===== config.mk =====
export PLATFORM = sky130hd
export DESIGN_NAME = uart_tx_arbiter_flat
export DESIGN_NICKNAME = d
export VERILOG_FILES = /design/src/rtl/uart_tx_arbiter_if.sv /design/src/rtl/uart_tx_arbiter.sv /design/src/flat_wrapper.sv
export SDC_FILE = /design/constraint.sdc
export NUM_CORES = 1
export LEC_CHECK = 0
export CELL_PAD_IN_SITES_DETAIL_PLACEMENT = 1
export CELL_PAD_IN_SITES_GLOBAL_PLACEMENT = 2
export CORE_MARGIN = 4
export CORE_UTILIZATION = 31
export CTS_BUF_LIST = sky130_fd_sc_hd__clkbuf_8 sky130_fd_sc_hd__clkbuf_16
export DETAILED_ROUTE_END_ITERATION = 8
export GPL_ROUTABILITY_DRIVEN = 1
export PLACE_DENSITY = 0.95
export SLEW_MARGIN = 20
export SYNTH_ARGS = -nofsm -noshare
export SYNTH_HDL_FRONTEND = slang
export SYNTH_SLANG_ARGS = --single-unit

===== constraint.sdc =====
create_clock -name clock -period 2.91 [get_ports clock]
set_input_delay 0.873 -clock clock [delete_from_list [all_inputs] [get_ports clock]]
set_output_delay 0.873 -clock clock [all_outputs]
set_load 0.05 [all_outputs]

===== src/rtl/uart_tx_arbiter_if.sv =====
// Bundle between uart_tx_arbiter, its two word requesters and the byte UART.
// The slave modport is the arbiter's view; master is the surrounding logic.
interface uart_tx_arbiter_if #(
    parameter int WORD_BYTES = 4
);
    logic                    req0;
    logic [8*WORD_BYTES-1:0] data0;
    logic                    ack0;
    logic                    req1;
    logic [8*WORD_BYTES-1:0] data1;
    logic                    ack1;
    logic [7:0]              tx_din;
    logic                    tx_wr_en;
    logic                    tx_busy;
    logic                    busy;
    logic                    grant;

    modport slave (
        input  req0, data0, req1, data1, tx_busy,
        output ack0, ack1, tx_din, tx_wr_en, busy, grant
    );

    modport master (
        output req0, data0, req1, data1, tx_busy,
        input  ack0, ack1, tx_din, tx_wr_en, busy, grant
    );
endinterface


===== src/rtl/uart_tx_arbiter.sv =====
// Round-robin arbiter that serializes two requesters' words MSB byte first onto a byte UART.
// Define UART_TX_TAG_EN to prefix every word with a source tag byte (A0/A1).
module uart_tx_arbiter #(
    parameter int WORD_BYTES = 4
) (
    input logic              clock,
    input logic              reset,
    uart_tx_arbiter_if.slave bus
);

`ifdef UART_TX_TAG_EN
    localparam int FRAME_BYTES = WORD_BYTES + 1;
`else
    localparam int FRAME_BYTES = WORD_BYTES;
`endif
    localparam int SHIFT_W = 8 * FRAME_BYTES;

    typedef enum logic [1:0] {
        ST_IDLE,
        ST_SEND,
        ST_ARM,
        ST_WAIT
    } state_t;

    state_t                  state_q, state_d;
    logic [SHIFT_W-1:0]      shift_q, shift_d;
    logic [4:0]              cnt_q, cnt_d;
    logic [7:0]              tx_din_q, tx_din_d;
    logic                    tx_wr_en_q, tx_wr_en_d;
    logic                    ack0_q, ack0_d;
    logic                    ack1_q, ack1_d;
    logic                    busy_q, busy_d;
    logic                    grant_q, grant_d;

    logic                    any_req;
    logic                    sel;
    logic [8*WORD_BYTES-1:0] sel_data;

    // On a tie the source that did not win last time is picked.
    assign any_req  = bus.req0 | bus.req1;
    assign sel      = (bus.req0 & bus.req1) ? ~grant_q : bus.req1;
    assign sel_data = sel ? bus.data1 : bus.data0;

    always_ff @(posedge clock or negedge reset) begin
        if (!reset) begin
            state_q    <= ST_IDLE;
            shift_q    <= '0;
            cnt_q      <= '0;
            tx_din_q   <= '0;
            tx_wr_en_q <= 1'b0;
            ack0_q     <= 1'b0;
            ack1_q     <= 1'b0;
            busy_q     <= 1'b0;
            grant_q    <= 1'b1;
        end else begin
            state_q    <= state_d;
            shift_q    <= shift_d;
            cnt_q      <= cnt_d;
            tx_din_q   <= tx_din_d;
            tx_wr_en_q <= tx_wr_en_d;
            ack0_q     <= ack0_d;
            ack1_q     <= ack1_d;
            busy_q     <= busy_d;
            grant_q    <= grant_d;
        end
    end

    always_comb begin
        state_d = state_q;
        case (state_q)
            ST_IDLE: if (any_req)      state_d = ST_SEND;
            ST_SEND: if (!bus.tx_busy) state_d = ST_ARM;
            ST_ARM:                    state_d = ST_WAIT;
            ST_WAIT: begin
                if (!bus.tx_busy) begin
                    state_d = (cnt_q != 5'd0) ? ST_SEND : ST_IDLE;
                end
            end
            default:                   state_d = ST_IDLE;
        endcase
    end

    // ARM exists only to give the UART one cycle to raise tx_busy before WAIT samples it.
    always_comb begin
        shift_d    = shift_q;
        cnt_d      = cnt_q;
        tx_din_d   = tx_din_q;
        tx_wr_en_d = 1'b0;
        ack0_d     = 1'b0;
        ack1_d     = 1'b0;
        grant_d    = grant_q;
        busy_d     = (state_d != ST_IDLE);
        case (state_q)
            ST_IDLE: begin
                if (any_req) begin
`ifdef UART_TX_TAG_EN
                    shift_d = {7'b1010000, sel, sel_data};
`else
                    shift_d = sel_data;
`endif
                    grant_d = sel;
                    ack0_d  = ~sel;
                    ack1_d  = sel;
                    cnt_d   = 5'(FRAME_BYTES);
                end
            end
            ST_SEND: begin
                if (!bus.tx_busy) begin
                    tx_wr_en_d = 1'b1;
                    tx_din_d   = shift_q[SHIFT_W-1 -: 8];
                    if (cnt_q != 5'd0) begin
                        cnt_d = cnt_q - 5'd1;
                    end
                end
            end
            ST_WAIT: begin
                if (!bus.tx_busy && (cnt_q != 5'd0)) begin
                    shift_d = shift_q << 8;
                end
            end
            default: ;
        endcase
    end

    assign bus.tx_din   = tx_din_q;
    assign bus.tx_wr_en = tx_wr_en_q;
    assign bus.ack0     = ack0_q;
    assign bus.ack1     = ack1_q;
    assign bus.busy     = busy_q;
    assign bus.grant    = grant_q;

endmodule


===== src/flat_wrapper.sv =====
// flat-port wrapper written by rule: the top's interface ports become plain ports
module uart_tx_arbiter_flat 
#(
    parameter int WORD_BYTES = 4
)
  (clock, reset, bus_req0, bus_data0, bus_req1, bus_data1, bus_tx_busy, bus_ack0, bus_ack1, bus_tx_din, bus_tx_wr_en, bus_busy, bus_grant);
  uart_tx_arbiter_if #(.WORD_BYTES(WORD_BYTES)) bus_i ();
  input logic clock;
  input logic reset;
  input wire logic [$bits(bus_i.req0)-1:0] bus_req0;
  input wire logic [$bits(bus_i.data0)-1:0] bus_data0;
  input wire logic [$bits(bus_i.req1)-1:0] bus_req1;
  input wire logic [$bits(bus_i.data1)-1:0] bus_data1;
  input wire logic [$bits(bus_i.tx_busy)-1:0] bus_tx_busy;
  output wire logic [$bits(bus_i.ack0)-1:0] bus_ack0;
  output wire logic [$bits(bus_i.ack1)-1:0] bus_ack1;
  output wire logic [$bits(bus_i.tx_din)-1:0] bus_tx_din;
  output wire logic [$bits(bus_i.tx_wr_en)-1:0] bus_tx_wr_en;
  output wire logic [$bits(bus_i.busy)-1:0] bus_busy;
  output wire logic [$bits(bus_i.grant)-1:0] bus_grant;
  assign bus_i.req0 = bus_req0;
  assign bus_i.data0 = bus_data0;
  assign bus_i.req1 = bus_req1;
  assign bus_i.data1 = bus_data1;
  assign bus_i.tx_busy = bus_tx_busy;
  assign bus_ack0 = bus_i.ack0;
  assign bus_ack1 = bus_i.ack1;
  assign bus_tx_din = bus_i.tx_din;
  assign bus_tx_wr_en = bus_i.tx_wr_en;
  assign bus_busy = bus_i.busy;
  assign bus_grant = bus_i.grant;
  uart_tx_arbiter #(.WORD_BYTES(WORD_BYTES)) u_core (.clock(clock), .reset(reset), .bus(bus_i));
endmodule

### Word level (Yosys, flattened, before mapping)

Index checks and enable logic that the tools add are counted.

| word-level totals | value |
|---|---|
| register bits | 52 |
| input bits | 69 |
| logic and storage cells | 53 |

| operators by class | value |
|---|---|
| reduce and logical (&&, ||, !) cells | 11 |
| equal/unequal tests | 7 |
| add/sub/neg operators | 1 |
| bitwise logic cells | 5 |
| mux-type cells | 20 |

Operators with widths:

| kind | number |
|---|---|
| two-way mux 32 bit | 3 |
| one-hot mux 32 bit (2 select lines) | 1 |
| two-way mux 5 bit | 3 |
| one-hot mux 5 bit (2 select lines) | 1 |
| two-way mux 1 bit | 8 |
| one-hot mux 2 bit (4 select lines) | 1 |
| two-way mux 2 bit | 3 |
| inequality test 2 x 1 -> 1 bit (second input constant) | 3 |
| nonzero test 2 bit | 3 |
| nonzero test 5 bit | 1 |
| subtractor 5 x 1 -> 5 bit (second input constant) | 1 |
| == test 2 bit (second input constant) | 2 |
| AND reduction 2 bit | 2 |
| AND reduction 4 bit | 1 |
| NOT 1 bit | 3 |
| AND reduction 3 bit | 1 |
| == test 2 x 1 -> 1 bit (second input constant) | 1 |
| zero test 2 bit | 1 |
| inequality test 2 bit (second input constant) | 1 |
| bitwise AND 1 bit | 1 |
| logical AND 1 bit | 1 |
| zero test 1 bit | 1 |
| bitwise OR 1 bit | 1 |

### Logic depth before layout (Yosys ltp)

Gate-level depths: netlist (run 1).

| logic depth | value |
|---|---|
| depth in word-level cells | 5 |
| gate-level depth with buffers | 7 |

### Worst setup path before layout (run 1)

No wires, ideal clock.

| path | value |
|---|---|
| path kind | input to register |
| from | input port bus_req1 |
| to | register u_core.shift_q[12] |
| stages | 6 |
| required time | 2.837 ns |
| data arrival time | 1.793 ns |
| library setup time | 0.073 ns |
| path buffers | 2 |
| path slack | 1.044 ns |
| cells stage by stage | a21bo_2 -> buf_2 -> clkbuf_1 -> nand2_1 -> o2bb2ai_1 -> a21oi_2 |

| on the way | value |
|---|---|
| word-level cells in the longest chain between the ends | 5 |
| elaborated cells between the ends (all ways) | 8 |
| classes of those cells | eq/ne: 1; mux: 4; bitwise: 2; reduce/logical: 1 |

Ends and longest elaborated chain:

| element | RTL line | text |
|---|---|---|
| start, declared | flat_wrapper.sv:12 | `input wire logic [$bits(bus_i.req1)-1:0] bus_req1;` |
| bitwise AND 1 bit | uart_tx_arbiter.sv:41 | `assign sel = (bus.req0 & bus.req1) ? ~grant_q : bus.req1;` |
| two-way mux 1 bit | uart_tx_arbiter.sv:41 |  |
| two-way mux 32 bit | uart_tx_arbiter.sv:42 | `assign sel_data = sel ? bus.data1 : bus.data0;` |
| two-way mux 32 bit | uart_tx_arbiter.sv:95 | `if (any_req) begin` |
| one-hot mux 32 bit (2 select lines) | uart_tx_arbiter.sv:93 | `case (state_q)` |
| end signal, assigned | uart_tx_arbiter.sv:57 | `shift_q <= shift_d;` |
| end, declared | uart_tx_arbiter.sv:26 | `logic [SHIFT_W-1:0] shift_q, shift_d;` |

Several ways; a longest one is shown, not always the timed one. The select of a mux whose other input is x is not followed.
A chain may end at the register's enable or synchronous reset.

### Worst setup path in the final report (run 1)

| path | value |
|---|---|
| from | register u_core.grant_q, in the netlist u_core.bus.grant |
| to | output port bus_grant |

RTL lines:

| element | RTL line | text |
|---|---|---|
| start, declared | uart_tx_arbiter.sv:33 | `logic grant_q, grant_d;` |
| start signal, assigned | uart_tx_arbiter.sv:64 | `grant_q <= grant_d;` |
| end, declared | flat_wrapper.sv:20 | `output wire logic [$bits(bus_i.grant)-1:0] bus_grant;` |

No word-level cell between the ends.

==> impl_results.md, run 1 <==
- Reg-to-Reg Start: u_core.cnt_q[0]$_DFFE_PN0P_
- First drt pass iteration count: 4
- DRC viols: 0
- Die Ht: about 100 um
- Initial drt markers: 84
- Number of CTS-inserted buffers: 5
- Placement Setup Slack: ~480 ps
- H-tree depth: 2
- Min-delay src: u_core.shift_q[1]$_DFFE_PN0P_
- Unrepaired setup endpoints after global routing: no
- Max Cap Viol: 0
- Via count: 2269
- I/O pin cnt: 82
- Hold Fails Final Rpt: 0
- Seq/Total Area, Yosys: 48.2%
- First-pass GRT wire length: 12200 um
- Final core occ: 44.4%
- R2r endpoint: u_core.cnt_q[2]$_DFFE_PN0P_
- Max Root-Sink Buffers: 2
- Static leakage: 1.49 nW
- Final worst-path cycle share: 88.5%
- Critical path's slowest cell: clkdlybuf4s50_1
- Worst Reg-to-Reg Cells: 6
- DR WL/cell: 16.1 um
- Maximum clock frequency: 0.388 GHz
- Gr usage total: 14.9%
- Fill count: 949
- Vias in the first global route: 2432
- Netlist cell types: 39
- Power per Cell Area: 1000 nW/um2
- Hold WC Path Type: flip-flop to flip-flop
- Antenna violations before repair: 0
- Max-slew violation count: 0
- Peak VDD IR: 0.433 mV
- Top cell type's share of synthesized area: 47.2%
- Initial Util: 32.4%
- Overall Power: 3.70 mW
- Largest net degree at the start of global routing: 49
- Reg2Reg Setup Slack: 970 ps
- Post-route minimum period: 2570 ps
- Layout cells sized above 1: 15.7%
- Post-CTS Resized: 0
- Final wirelength: 7240 um
- Cts hold-fix bufs: 0
- Crit path max-delay family: buffers and inverters
- # clock sinks: 52
- Post-Synthesis Cells: around 270
- Layout Skew: 10.2 ps
- I/O Buffers: between 80 and 90
- Top post-synthesis cells by area: dfrtp_1 47%, o2bb2ai_1 7.8%, a21oi_2 6.5%, a21oi_1 5.4%, nand2_1 4.6%
- Dominant cell type by area after synthesis: dfrtp_1
- Hold depth: 2
- Nets: 413
- Die Wd: 101 um
- Total core area: about 8300 um2
- CP peak stage delay: 810 ps
- Arr. time, crit path: 1700 ps
- CTS tree: yes
- Postcts setup bufs: 0
- Crit-path cells: clkdlybuf4s50_1
- Worst Slack Setup Final: 335 ps
- WP data required: 2040 ps
- Synth warn: 0
- Crit. Startpoint: u_core.bus.grant$_DFFE_PN1P_
- Post-DP HPWL: about 5500 um
- Crit-path max FO: 4
- Clock Root Buffer: clkbuf_8
- Hold endpoint: u_core.shift_q[1]$_DFFE_PN0P_
- Vias per cell: 5.05
- Syn Area/Cell: 10.1 um2
- Seq cells post-synth: 52
- Clock Latency Late Sink: 300 ps
- Antenna diode count: 0
- Net Count, Synth: between 300 and 400
- Die footprint: 10300 um2
- Final setup TNS: 0 ps
- Crit end category: primary output
- Status: complete, no violations
- Global placer's final weighted congestion: 0.754
- Slew headroom: between 30% and 40%
- Setup CP Type: flip-flop to primary output
- ANT nets after route: 0
- Post-Syn Area: 2700 um2
- Final Setup Violations: 0
- Worst-path clk slew: 100 ps
- Worst path bufs/invs: 1
- Area grow syn2layout: 37.0%
- Slew @ Worst Pin: 912 ps
- Rows: 33
- Critical path startpoint category: flip-flop
- Gr ovfl total: 0
==> per-stage QoR <==
step / hold WS [ps] / instances / area (um2)
floorplan: 449 / 267 / 2700
global placement: 462 / 441 / 3610
detailed placement: 473 / 441 / 3610
CTS: 493 / 449 / 3700
global route: 521 / 449 / 3700
finish: 488 / 449 / 3700
==> registers in the layout (all words and copies together), names as in the netlist <==
signal	flops
u_core.shift_q	32
u_core.bus.tx_din	8
u_core.cnt_q	5
u_core.state_q	2
u_core.bus.ack0	1
u_core.bus.ack1	1
u_core.bus.busy	1
u_core.bus.grant	1
u_core.bus.tx_wr_en	1
==> how the worst max path moves through the flow <==
stage / depth (start not counted) / slack (ps) / endpoint
3_5_place_dp: 6 / 480 / u_core.shift_q[9]$_DFFE_PN0P_
4_1_cts: 1 / 310 / bus_grant
2_1_floorplan: 6 / 1040 / u_core.shift_q[12]$_DFFE_PN0P_
5_1_grt: 1 / 290 / bus_grant
3_3_place_gp: 6 / 560 / u_core.shift_q[15]$_DFFE_PN0P_
6_report: 1 / 340 / bus_grant
==> where the power goes <==
group	switching (mW)	internal (mW)
Combinational	1.18	0.822
Clock	0.234	0.190
Sequential	0.217	1.05
==> final cells by class <==
cell class,count,area [um2],area share [%]
sequential,52,1300,35.2
multi-input combinational,193,1290,34.8
timing repair buffer,89,878,23.7
tap,105,131,3.55
clock buffer,6,82.6,2.23
clock inverter,2,11.3,0.304
inverter,2,7.51,0.203
==> cell usage after synthesis (all sizes together) <==
cell type   n
a21bo       1
a21boi      1
a21o        3
a21oi      49
a2bb2oi     1
a311oi      1
and2        1
and4b       1
buf        15
clkbuf      5
dfrtp      51
dfstp       1
ha          1
inv         2
mux2        8
mux2i       9
nand2      34
nand2b      2
nand3b      2
nor2       32
nor2b       1
nor3        2
nor4        2
nor4b       1
o21a        1
o21ai       1
o22a        1
o2bb2ai    24
o31ai       8
o32a        1
o32ai       1
or2         3
xor2        1
==> layout by cell type, fill, tap and decap left out, types with 2 or more instances in the layout <==
| master | instances |
|---|---|
| nor2_1 | 32 |
| a21oi_2 | 20 |
| o2bb2ai_1 | 24 |
| nand3b_1 | 2 |
| nand2b_1 | 2 |
| a21o_1 | 3 |
| nor4_1 | 2 |
| mux2i_1 | 9 |
| or2_1 | 2 |
| o31ai_2 | 2 |
| dfrtp_1 | 51 |
| buf_4 | 7 |
| inv_1 | 3 |
| mux2_2 | 8 |
| clkdlybuf4s50_1 | 80 |
| nor3_1 | 2 |
| nand2_1 | 33 |
| o31ai_1 | 6 |
| a21oi_1 | 29 |
| clkbuf_8 | 6 |
==> metal layers <==
layer	vias up	track usage, %	part of all wire (%)
met5	-	0	0
met4	0	4.29	1.4
met3	11	3.17	5.7
met2	68	24.9	49
met1	1083	19.5	44
li1	1107	-	-
==> cell families after synthesis <==
group	share of synthesized area (%)
AOI/OAI and AO/OA	26.3
xor gates and xnor gates	0.324
adders and majority gates	0.463
buffers and inverters	4.54
DFF	48.2
muxes	6.67
and+or+nand+nor	13.5
Power figures use the tool's default switching activity.
==> inputs of run 2 (changes only) <==
HOLD_SLACK_MARGIN = 0.1   (was unset)
==> results of run 2 <==
The final DEF is identical to that of run 1; final timing and power are the same.
==> inputs of run 3 (changes only) <==
GPL_ROUTABILITY_DRIVEN = unset   (was 1)
==> results of run 3 <==
The final DEF is identical to that of run 1; final timing and power are the same.
